**config.mk**
```make
export PLATFORM = sky130hd
export DESIGN_NAME = bp_tlb_miss_walker
export DESIGN_NICKNAME = d
export VERILOG_FILES = /design/src/rtl/bp_common_pkg.sv /design/src/rtl/bp_ptw_pte_check.sv /design/src/rtl/bp_tlb_miss_walker.sv
export SDC_FILE = /design/constraint.sdc
export NUM_CORES = 1
export LEC_CHECK = 0
export ABC_CLOCK_PERIOD_IN_PS = 5700
export BUFFER_PORTS_ARGS = -buffer_cell sky130_fd_sc_hd__clkbuf_2
export CORE_ASPECT_RATIO = 0.6
export CORE_MARGIN = 2
export CORE_UTILIZATION = 40
export CTS_BUF_LIST = sky130_fd_sc_hd__clkbuf_8
export CTS_CLUSTER_SIZE = 14
export DETAILED_ROUTE_END_ITERATION = 16
export PLACE_DENSITY = 0.81
export SYNTH_ARGS = -nofsm -noshare
export SYNTH_HDL_FRONTEND = slang
export SYNTH_SLANG_ARGS = --single-unit
```
**constraint.sdc**
```tcl
create_clock -name clk_i -period 5.7 [get_ports clk_i]
set_input_delay 1.71 -clock clk_i [delete_from_list [all_inputs] [get_ports clk_i]]
set_output_delay 1.71 -clock clk_i [all_outputs]
set_load 0.01 [all_outputs]
```
**src/rtl/bp_common_pkg.sv**
```systemverilog
// Shared walker types: FSM state encoding, Sv39 PTE layout and address-field widths.
// Used by the TLB miss walker; see bp_ptw_pte_check for the BP_PTW_AD_FAULT_EN option.
package bp_common_pkg;

   localparam int page_offset_width_gp = 12;
   localparam int vpn_seg_width_gp     = 9;
   localparam int pte_ppn_width_gp     = 44;

   typedef enum logic [2:0] {
      IDLE,
      SEND,
      WAIT,
      FILL,
      FAULT,
      DRAIN
   } ptw_state_e;

   typedef struct packed {
      logic [9:0]                  reserved;
      logic [pte_ppn_width_gp-1:0] ppn;
      logic [1:0]                  rsw;
      logic                        d;
      logic                        a;
      logic                        g;
      logic                        u;
      logic                        x;
      logic                        w;
      logic                        r;
      logic                        v;
   } sv39_pte_s;

endpackage

```
**src/rtl/bp_ptw_pte_check.sv**
```systemverilog
// Combinational Sv39 PTE decode: leaf/fault classification and superpage ptag expansion.
// Define BP_PTW_AD_FAULT_EN to fault on leaves with A=0 (software-managed A/D bits).
module bp_ptw_pte_check
   import bp_common_pkg::*;
#(
   parameter int vtag_width_p = 27,
   parameter int ptag_width_p = 28,
   parameter int levels_p     = 3,
   localparam int lvl_width_lp = $clog2(levels_p)
)
(
   input  logic [63:0]             pte,
   input  logic [lvl_width_lp-1:0] level,
   input  logic [vtag_width_p-1:0] vtag,
   output logic                    leaf,
   output logic                    fault,
   output logic [ptag_width_p-1:0] ptag,
   output logic [5:0]              perms
);

   sv39_pte_s               pte_s;
   logic [ptag_width_p-1:0] low_mask;
   logic [ptag_width_p-1:0] ppn_trunc;
   logic [ptag_width_p-1:0] vtag_ext;
   logic                    ppn_overflow;
   logic                    misaligned;
   logic                    ad_fault;
   logic                    unused_pte;

   assign pte_s      = pte;
   assign unused_pte = ^{pte_s.reserved, pte_s.rsw, pte_s.g};
   assign ppn_trunc  = pte_s.ppn[ptag_width_p-1:0];
   assign vtag_ext   = ptag_width_p'(vtag);
   assign perms      = {pte_s.d, pte_s.a, pte_s.u, pte_s.x, pte_s.w, pte_s.r};

   // VPN segments below the current level come from the virtual address on a superpage leaf
   always_comb begin
      low_mask = '0;
      for (int i = 0; i < levels_p - 1; i++) begin
         if (i < int'(level)) begin
            low_mask[i*vpn_seg_width_gp +: vpn_seg_width_gp] = '1;
         end
      end
   end

   always_comb begin
      leaf         = pte_s.v & (pte_s.r | pte_s.x);
      ppn_overflow = |pte_s.ppn[pte_ppn_width_gp-1:ptag_width_p];
      misaligned   = leaf & (|(ppn_trunc & low_mask));
`ifdef BP_PTW_AD_FAULT_EN
      ad_fault     = leaf & ~pte_s.a;
`else
      ad_fault     = 1'b0;
`endif
      fault = ~pte_s.v | (pte_s.w & ~pte_s.r) | ppn_overflow | misaligned | ad_fault
            | (~leaf & (level == '0));
      ptag  = leaf ? ((ppn_trunc & ~low_mask) | (vtag_ext & low_mask)) : ppn_trunc;
   end

endmodule

```
**src/rtl/bp_tlb_miss_walker.sv**
```systemverilog
// Sv39 hardware page-table walker behind the TLB: one miss at a time, one outstanding PTE read.
// Leaf A-bit enforcement is selected by BP_PTW_AD_FAULT_EN (see bp_ptw_pte_check).
module bp_tlb_miss_walker
   import bp_common_pkg::*;
#(
   parameter int vtag_width_p = 27,
   parameter int ptag_width_p = 28,
   parameter int levels_p     = 3,
   localparam int lvl_width_lp   = $clog2(levels_p),
   localparam int paddr_width_lp = ptag_width_p + page_offset_width_gp
)
(
   input  logic                      clk_i,
   input  logic                      reset_i,
   input  logic                      flush_i,
   input  logic [ptag_width_p-1:0]   satp_ppn_i,
   input  logic                      miss_v_i,
   input  logic [vtag_width_p-1:0]   miss_vtag_i,
   output logic                      miss_ready_o,
   output logic                      mem_req_v_o,
   output logic [paddr_width_lp-1:0] mem_req_addr_o,
   input  logic                      mem_req_ready_i,
   input  logic                      mem_resp_v_i,
   input  logic [63:0]               mem_resp_data_i,
   output logic                      tlb_w_v_o,
   output logic [vtag_width_p-1:0]   tlb_w_vtag_o,
   output logic [ptag_width_p+5:0]   tlb_w_entry_o,
   output logic                      fault_v_o,
   output logic [vtag_width_p-1:0]   fault_vtag_o,
   output logic                      busy_o
);

   ptw_state_e                  state_r, state_n;
   logic [vtag_width_p-1:0]     vtag_r;
   logic [ptag_width_p-1:0]     ppn_r;
   logic [lvl_width_lp-1:0]     level_r;
   logic [ptag_width_p+5:0]     entry_r;
   logic [vpn_seg_width_gp-1:0] vpn_seg;
   logic                        chk_leaf, chk_fault;
   logic [ptag_width_p-1:0]     chk_ptag;
   logic [5:0]                  chk_perms;

   bp_ptw_pte_check #(
      .vtag_width_p(vtag_width_p),
      .ptag_width_p(ptag_width_p),
      .levels_p    (levels_p)
   ) pte_check (
      .pte  (mem_resp_data_i),
      .level(level_r),
      .vtag (vtag_r),
      .leaf (chk_leaf),
      .fault(chk_fault),
      .ptag (chk_ptag),
      .perms(chk_perms)
   );

   assign vpn_seg        = vpn_seg_width_gp'(vtag_r >> (level_r * vpn_seg_width_gp));
   assign busy_o         = (state_r != IDLE);
   assign mem_req_addr_o = (state_r == SEND) ? {ppn_r, vpn_seg, 3'b000} : '0;
   assign tlb_w_vtag_o   = (state_r == FILL) ? vtag_r : '0;
   assign tlb_w_entry_o  = (state_r == FILL) ? entry_r : '0;
   assign fault_vtag_o   = (state_r == FAULT) ? vtag_r : '0;

   always_ff @(posedge clk_i) begin
      if (reset_i) begin
         state_r <= IDLE;
         vtag_r  <= '0;
         ppn_r   <= '0;
         level_r <= '0;
         entry_r <= '0;
      end else begin
         state_r <= state_n;
         if (state_r == IDLE && miss_ready_o && miss_v_i) begin
            vtag_r  <= miss_vtag_i;
            ppn_r   <= satp_ppn_i;
            level_r <= lvl_width_lp'(levels_p - 1);
         end
         if (state_r == WAIT && mem_resp_v_i) begin
            ppn_r   <= chk_ptag;
            level_r <= level_r - lvl_width_lp'(1);
            entry_r <= {chk_ptag, chk_perms};
         end
      end
   end

   // A request is withheld under flush so no response can land after we return to IDLE
   always_comb begin
      state_n      = state_r;
      miss_ready_o = 1'b0;
      mem_req_v_o  = 1'b0;
      tlb_w_v_o    = 1'b0;
      fault_v_o    = 1'b0;
      case (state_r)
         IDLE: begin
            miss_ready_o = ~flush_i;
            if (miss_v_i && !flush_i) state_n = SEND;
         end
         SEND: begin
            if (flush_i) begin
               state_n = IDLE;
            end else begin
               mem_req_v_o = 1'b1;
               if (mem_req_ready_i) state_n = WAIT;
            end
         end
         WAIT: begin
            if (mem_resp_v_i) begin
               if (flush_i)        state_n = IDLE;
               else if (chk_fault) state_n = FAULT;
               else if (chk_leaf)  state_n = FILL;
               else                state_n = SEND;
            end else if (flush_i) begin
               state_n = DRAIN;
            end
         end
         FILL: begin
            tlb_w_v_o = ~flush_i;
            state_n   = IDLE;
         end
         FAULT: begin
            fault_v_o = ~flush_i;
            state_n   = IDLE;
         end
         DRAIN: begin
            if (mem_resp_v_i) state_n = IDLE;
         end
         default: state_n = IDLE;
      endcase
   end

   resp_legal_a: assert property (@(posedge clk_i) disable iff (reset_i)
      mem_resp_v_i |-> (state_r == WAIT || state_r == DRAIN));

endmodule
```
# [Word-level counts from Yosys, hierarchy flattened]
# Index checks and enable logic that the tools add are counted.
[word_totals] reg_bits=94 output_inout_bits=133 wordCells=75
[classes] n_addsub=1 n_mul=1 magnitude_cmp=2 n_eq_ne=9 shift=1 muxes=26 n_bitwise=18 reduce_logical=12
[ops] cell="$mux W28" n=3
[ops] cell="$mux W27" n=2
[ops] cell="$mux W40" n=1
[ops] cell="$mux W34" n=1
[ops] cell="$and A28 B18 Y28" n=1
[ops] cell="$and A28 B28 Y28" n=1
[ops] cell="$not A18 Y28" n=1
[ops] cell="$or A28 B28 Y28" n=1
[ops] cell="$reduce_or A28 Y1" n=1
[ops] cell="$and A27 B18 Y27" n=1
[ops] cell="$shr A27 B6 Y9" n=1
[ops] cell="$mux W3" n=8
[ops] cell="$mux W9" n=2
[ops] cell="$reduce_or A16 Y1" n=1
[ops] cell="$pmux W3 S4" n=1
[ops] cell="$eq A3 B2 Y1 const B" n=2
[ops] cell="$eq A3 B3 Y1 const B" n=2
[ops] cell="$mul A2 B4 Y6 const B" n=1
[ops] cell="$mux W2" n=3
[ops] cell="$ne A3 B3 Y1 const B" n=2
[ops] cell="$mux W1" n=5
[ops] cell="$or A1 B1 Y1" n=5
[ops] cell="$and A1 B1 Y1" n=4
[ops] cell="$logic_and A1 B1 Y1" n=4
[ops] cell="other kinds (12)" n=16

# [Depth between registers and ports, before layout]
[depth] depth_word=11 mapped_depth=8 ltp_nobuf=6

# [Hierarchy]
# From an unflattened synthesis, not the netlist that was laid out.
[hier_totals] cells_unflattened=693 hier_area_um2=5434.0
[modules_own_cells] mod="bp_tlb_miss_walker" n_inst=1 cells_per_inst=638 area_each_um2=4957.3 seq_area_each_um2=1881.8
[modules_own_cells] mod="bp_ptw_pte_check" n_inst=1 cells_per_inst=55 area_each_um2=476.7 seq_area_each_um2=0.0

# [Worst setup path after synthesis]
# No wires, ideal clock.
[synth_timing] kind="input -> output" startpoint="in flush_i" endpoint="out tlb_w_v_o" t_arrival_ns=2.085 required_time_ns=3.990 slack_ns=1.905 path_stages=2 cell_sequence="clkbuf_1 nor2b_1"
[synth_between] elab_chain_cells=2
[synth_rtl] element="from (decl)" line_no="bp_tlb_miss_walker.sv:15" source="input logic flush_i,"
[synth_rtl] element="$not A1 Y1" line_no="bp_tlb_miss_walker.sv:117" source="tlb_w_v_o = ~flush_i;"
[synth_rtl] element="$mux W1" line_no="bp_tlb_miss_walker.sv:93" source="case (state_r)"
[synth_rtl] element="to (decl)" line_no="bp_tlb_miss_walker.sv:25" source="output logic tlb_w_v_o,"
# No other way between the ends.

# [Worst setup path in the final report]
[layout_timing] startpoint="reg state_r[2]" endpoint="out tlb_w_entry_o[11]"
[layout_between] elab_chain_cells=2
[layout_rtl] element="from (decl)" line_no="bp_tlb_miss_walker.sv:33" source="ptw_state_e state_r, state_n;"
[layout_rtl] element="from (signal assigned)" line_no="bp_tlb_miss_walker.sv:72" source="state_r <= state_n;"
[layout_rtl] element="$eq A3 B2 Y1" line_no="bp_tlb_miss_walker.sv:61" source="assign tlb_w_entry_o = (state_r == FILL) ? entry_r : '0;"
[layout_rtl] element="$mux W34" line_no="bp_tlb_miss_walker.sv:61"
[layout_rtl] element="to (decl)" line_no="bp_tlb_miss_walker.sv:27" source="output logic [ptag_width_p+5:0] tlb_w_entry_o,"
# No other way between the ends.

==> impl_metrics.ini <==
[global_routing]
grt_overflow = 0
antenna_found_initial = 1
first_global_vias = 4739
grt_usage_pct = 24.1
grt_pass1_wl_mm = 25.6
grt_max_degree = 63

[clock_network]
clock_latency_ps = 360
cts_root_buffer = clkbuf_8
cts_hold_buf = 0
htree_levels = 3
cts_tree = built
cts_inserted_buffers = 9
postCtsSetupBuffers = 0
cts_buffer_depth = 2
cts_sinks = 94
cts-resized-gates = 0
clkTransAtPathRegs_ps = 90

[setup_path]
start_kind = register
max_stage_delay_ps = 1070
path_class = register to primary output
worstPathArrival_ps = 2540
path_delay_family = flip-flops
crit_fanout = 62
cp-end-kind = primary output
cpMaxStageDelayCell = dfxtp_1
crit_required_ps = 3990
crit_chain = and3b_2 -> and2_1 -> clkbuf_2
crit_buf_inv = 1

[finish]
syn_to_final_growth_pct = 27.9
multi_input_area_um2 = 2840
seq_area_um2 = 1880
drive_gt1_share_pct = 31.4
mostFrequentLayoutCells = clkbuf_2, nand2_1, dfxtp_1
utilization_pct = 52.6
num-fill-cells = 1231
nets = 989
final_common_cell = clkbuf_2

[logic_synthesis]
synth_area_per_cell_um2 = 7.53
yosys_most_used_dff = dfxtp_1
yosys.area.top_type = dfxtp_1
async_reset_ff_share_pct = 0
synth_edf_count = 0
ys_types = 44
ys_top_cells_by_area = dfxtp_1, and2_1, nand2_1
synthCells = 661
synth_seq_area_share_pct = 37.8
ys_ff_latch = 94
ys_warn_count = 0
syn-cell-area_um2 = 4980
yosysTopAreaCellShare_pct = 37.8

[placed_design]
place_congestion = 0.836
io_buffers = 241
dp_hpwl_mm = 11.7

[floorplanning]
io_pins = 258
num_rows = 31
die_w_um = 148
start_util_pct = 41.1
coreArea_um2 = 12100
dieArea_um2 = 13400
die_y_um = 90.4

[sta]
slew_viol_final = 0
finalClockSkew_ps = 12.8
setup_viol = 0
period_minus_slack_ps = 4250
finalCritPeriodShare_pct = 74.5
hold_viol_final = 0
clock.fmax_mhz = 236
rsz0062_at_grt = no
tns_ps = 0
worstMarginPinSlew_ps = 1130
slew_headroom_pct = 24.7

[drt]
first_pass_iters = 5
drc = 0
drtAntennaViolNets = 0
post_drt_wl_per_cell_um = 16.1
avgViaCountPerCell = 5.04
num_vias = 5209
routed_wl_mm = 16.6
first_iter_violations = 303

[flow_run]
cap_violations = 0

[min_path]
hp-class = register to register

[outcome]
status = complete, no violations

[power]
ir_drop_mv = 0.111
power_leakage_nw = 3.00
powerDensity_nw_per_um2 = 206
## cell families after synthesis
logic type / synth area share (%)
flip-flops: 37.8
buffers and inverters: 5.48
multiplexers: 5.63
AO/OA/AOI/OAI: 15.8
adder cells (fa/ha/maj): 0.503
AND/OR/NAND/NOR: 34.6
other: 0.0754
## cell usage after synthesis (2+ instances only)
library cell / count
nor4_1: 4
buf_4: 6
a31oi_1: 21
clkbuf_1: 35
or3_1: 4
mux2i_1: 28
a21oi_1: 52
a21boi_0: 9
buf_2: 14
inv_1: 3
and2_1: 91
o21a_1: 9
a311oi_1: 10
and3_1: 28
o21ai_1: 2
nor2_1: 56
nor3_1: 6
nor2b_1: 2
a21o_1: 11
dfxtp_1: 94
nor3b_1: 2
ha_1: 2
nand2_1: 151
## through the flow
stage	worst slack (ps)	cell area [um^2]	hold slack [ps]	instances	total power, mW
finish	1450	6360	454	1033	1.31
CTS	1460	6360	455	1032	1.33
detailed placement	1630	6180	442	1016	0.906
global route	1230	6360	474	1032	1.38
floorplan	1910	4980	432	663	0.821
global placement	1650	6180	438	1016	0.903
## layout make-up
type                            count  share of cell area, %
Clock inverter                      6                  0.727
Timing Repair Buffer              245                   19.4
Multi-Input combinational cell    509                   44.7
Clock buffer                       10                   2.16
Antenna cell                        1                 0.0393
Tap cell                          165                   3.24
Inverter                            3                  0.177
Sequential cell                    94                   29.6
## where the power goes
group | switching (mW) | total, mW | internal, mW
logic | 0.105 | 0.180 | 0.0756
registers | 0.0298 | 0.712 | 0.683
clock network | 0.247 | 0.420 | 0.173
total | 0.382 | 1.31 | 0.931
## per-layer routing
metal  track usage (%)  part of all wire, %  vias to the layer above
met5                 0                    0                        -
met4              4.37                 0.66                        0
met3              6.77                  8.8                       13
met2              37.3                   43                      228
met1              33.9                   47                     2366
li1                  -                    -                     2602
## sequential cells by signal, indices dropped and copies added (netlist names)
register  cells
state_r       3
ppn_r        28
entry_r      34
vtag_r       27
level_r       2
## worst register-to-register path, cell delays in order (launching register included)
cell      delay, ps
dfxtp_1         690
nor3b_1         500
and2_2          970
a31oi_1         310
a21boi_0        210
## worst paths after layout
check / startpoint / end / slack, ps / cells past startpoint
hold / removal: entry_r[26] / entry_r[26] / 450 / 2
setup reg to reg: state_r[2] / ppn_r[7] / 2850 / 4
setup / recovery: state_r[2] / tlb_w_entry_o[11] / 1450 / 3
hold reg to reg: entry_r[26] / entry_r[26] / 450 / 2
Power figures use the tool's default switching activity.
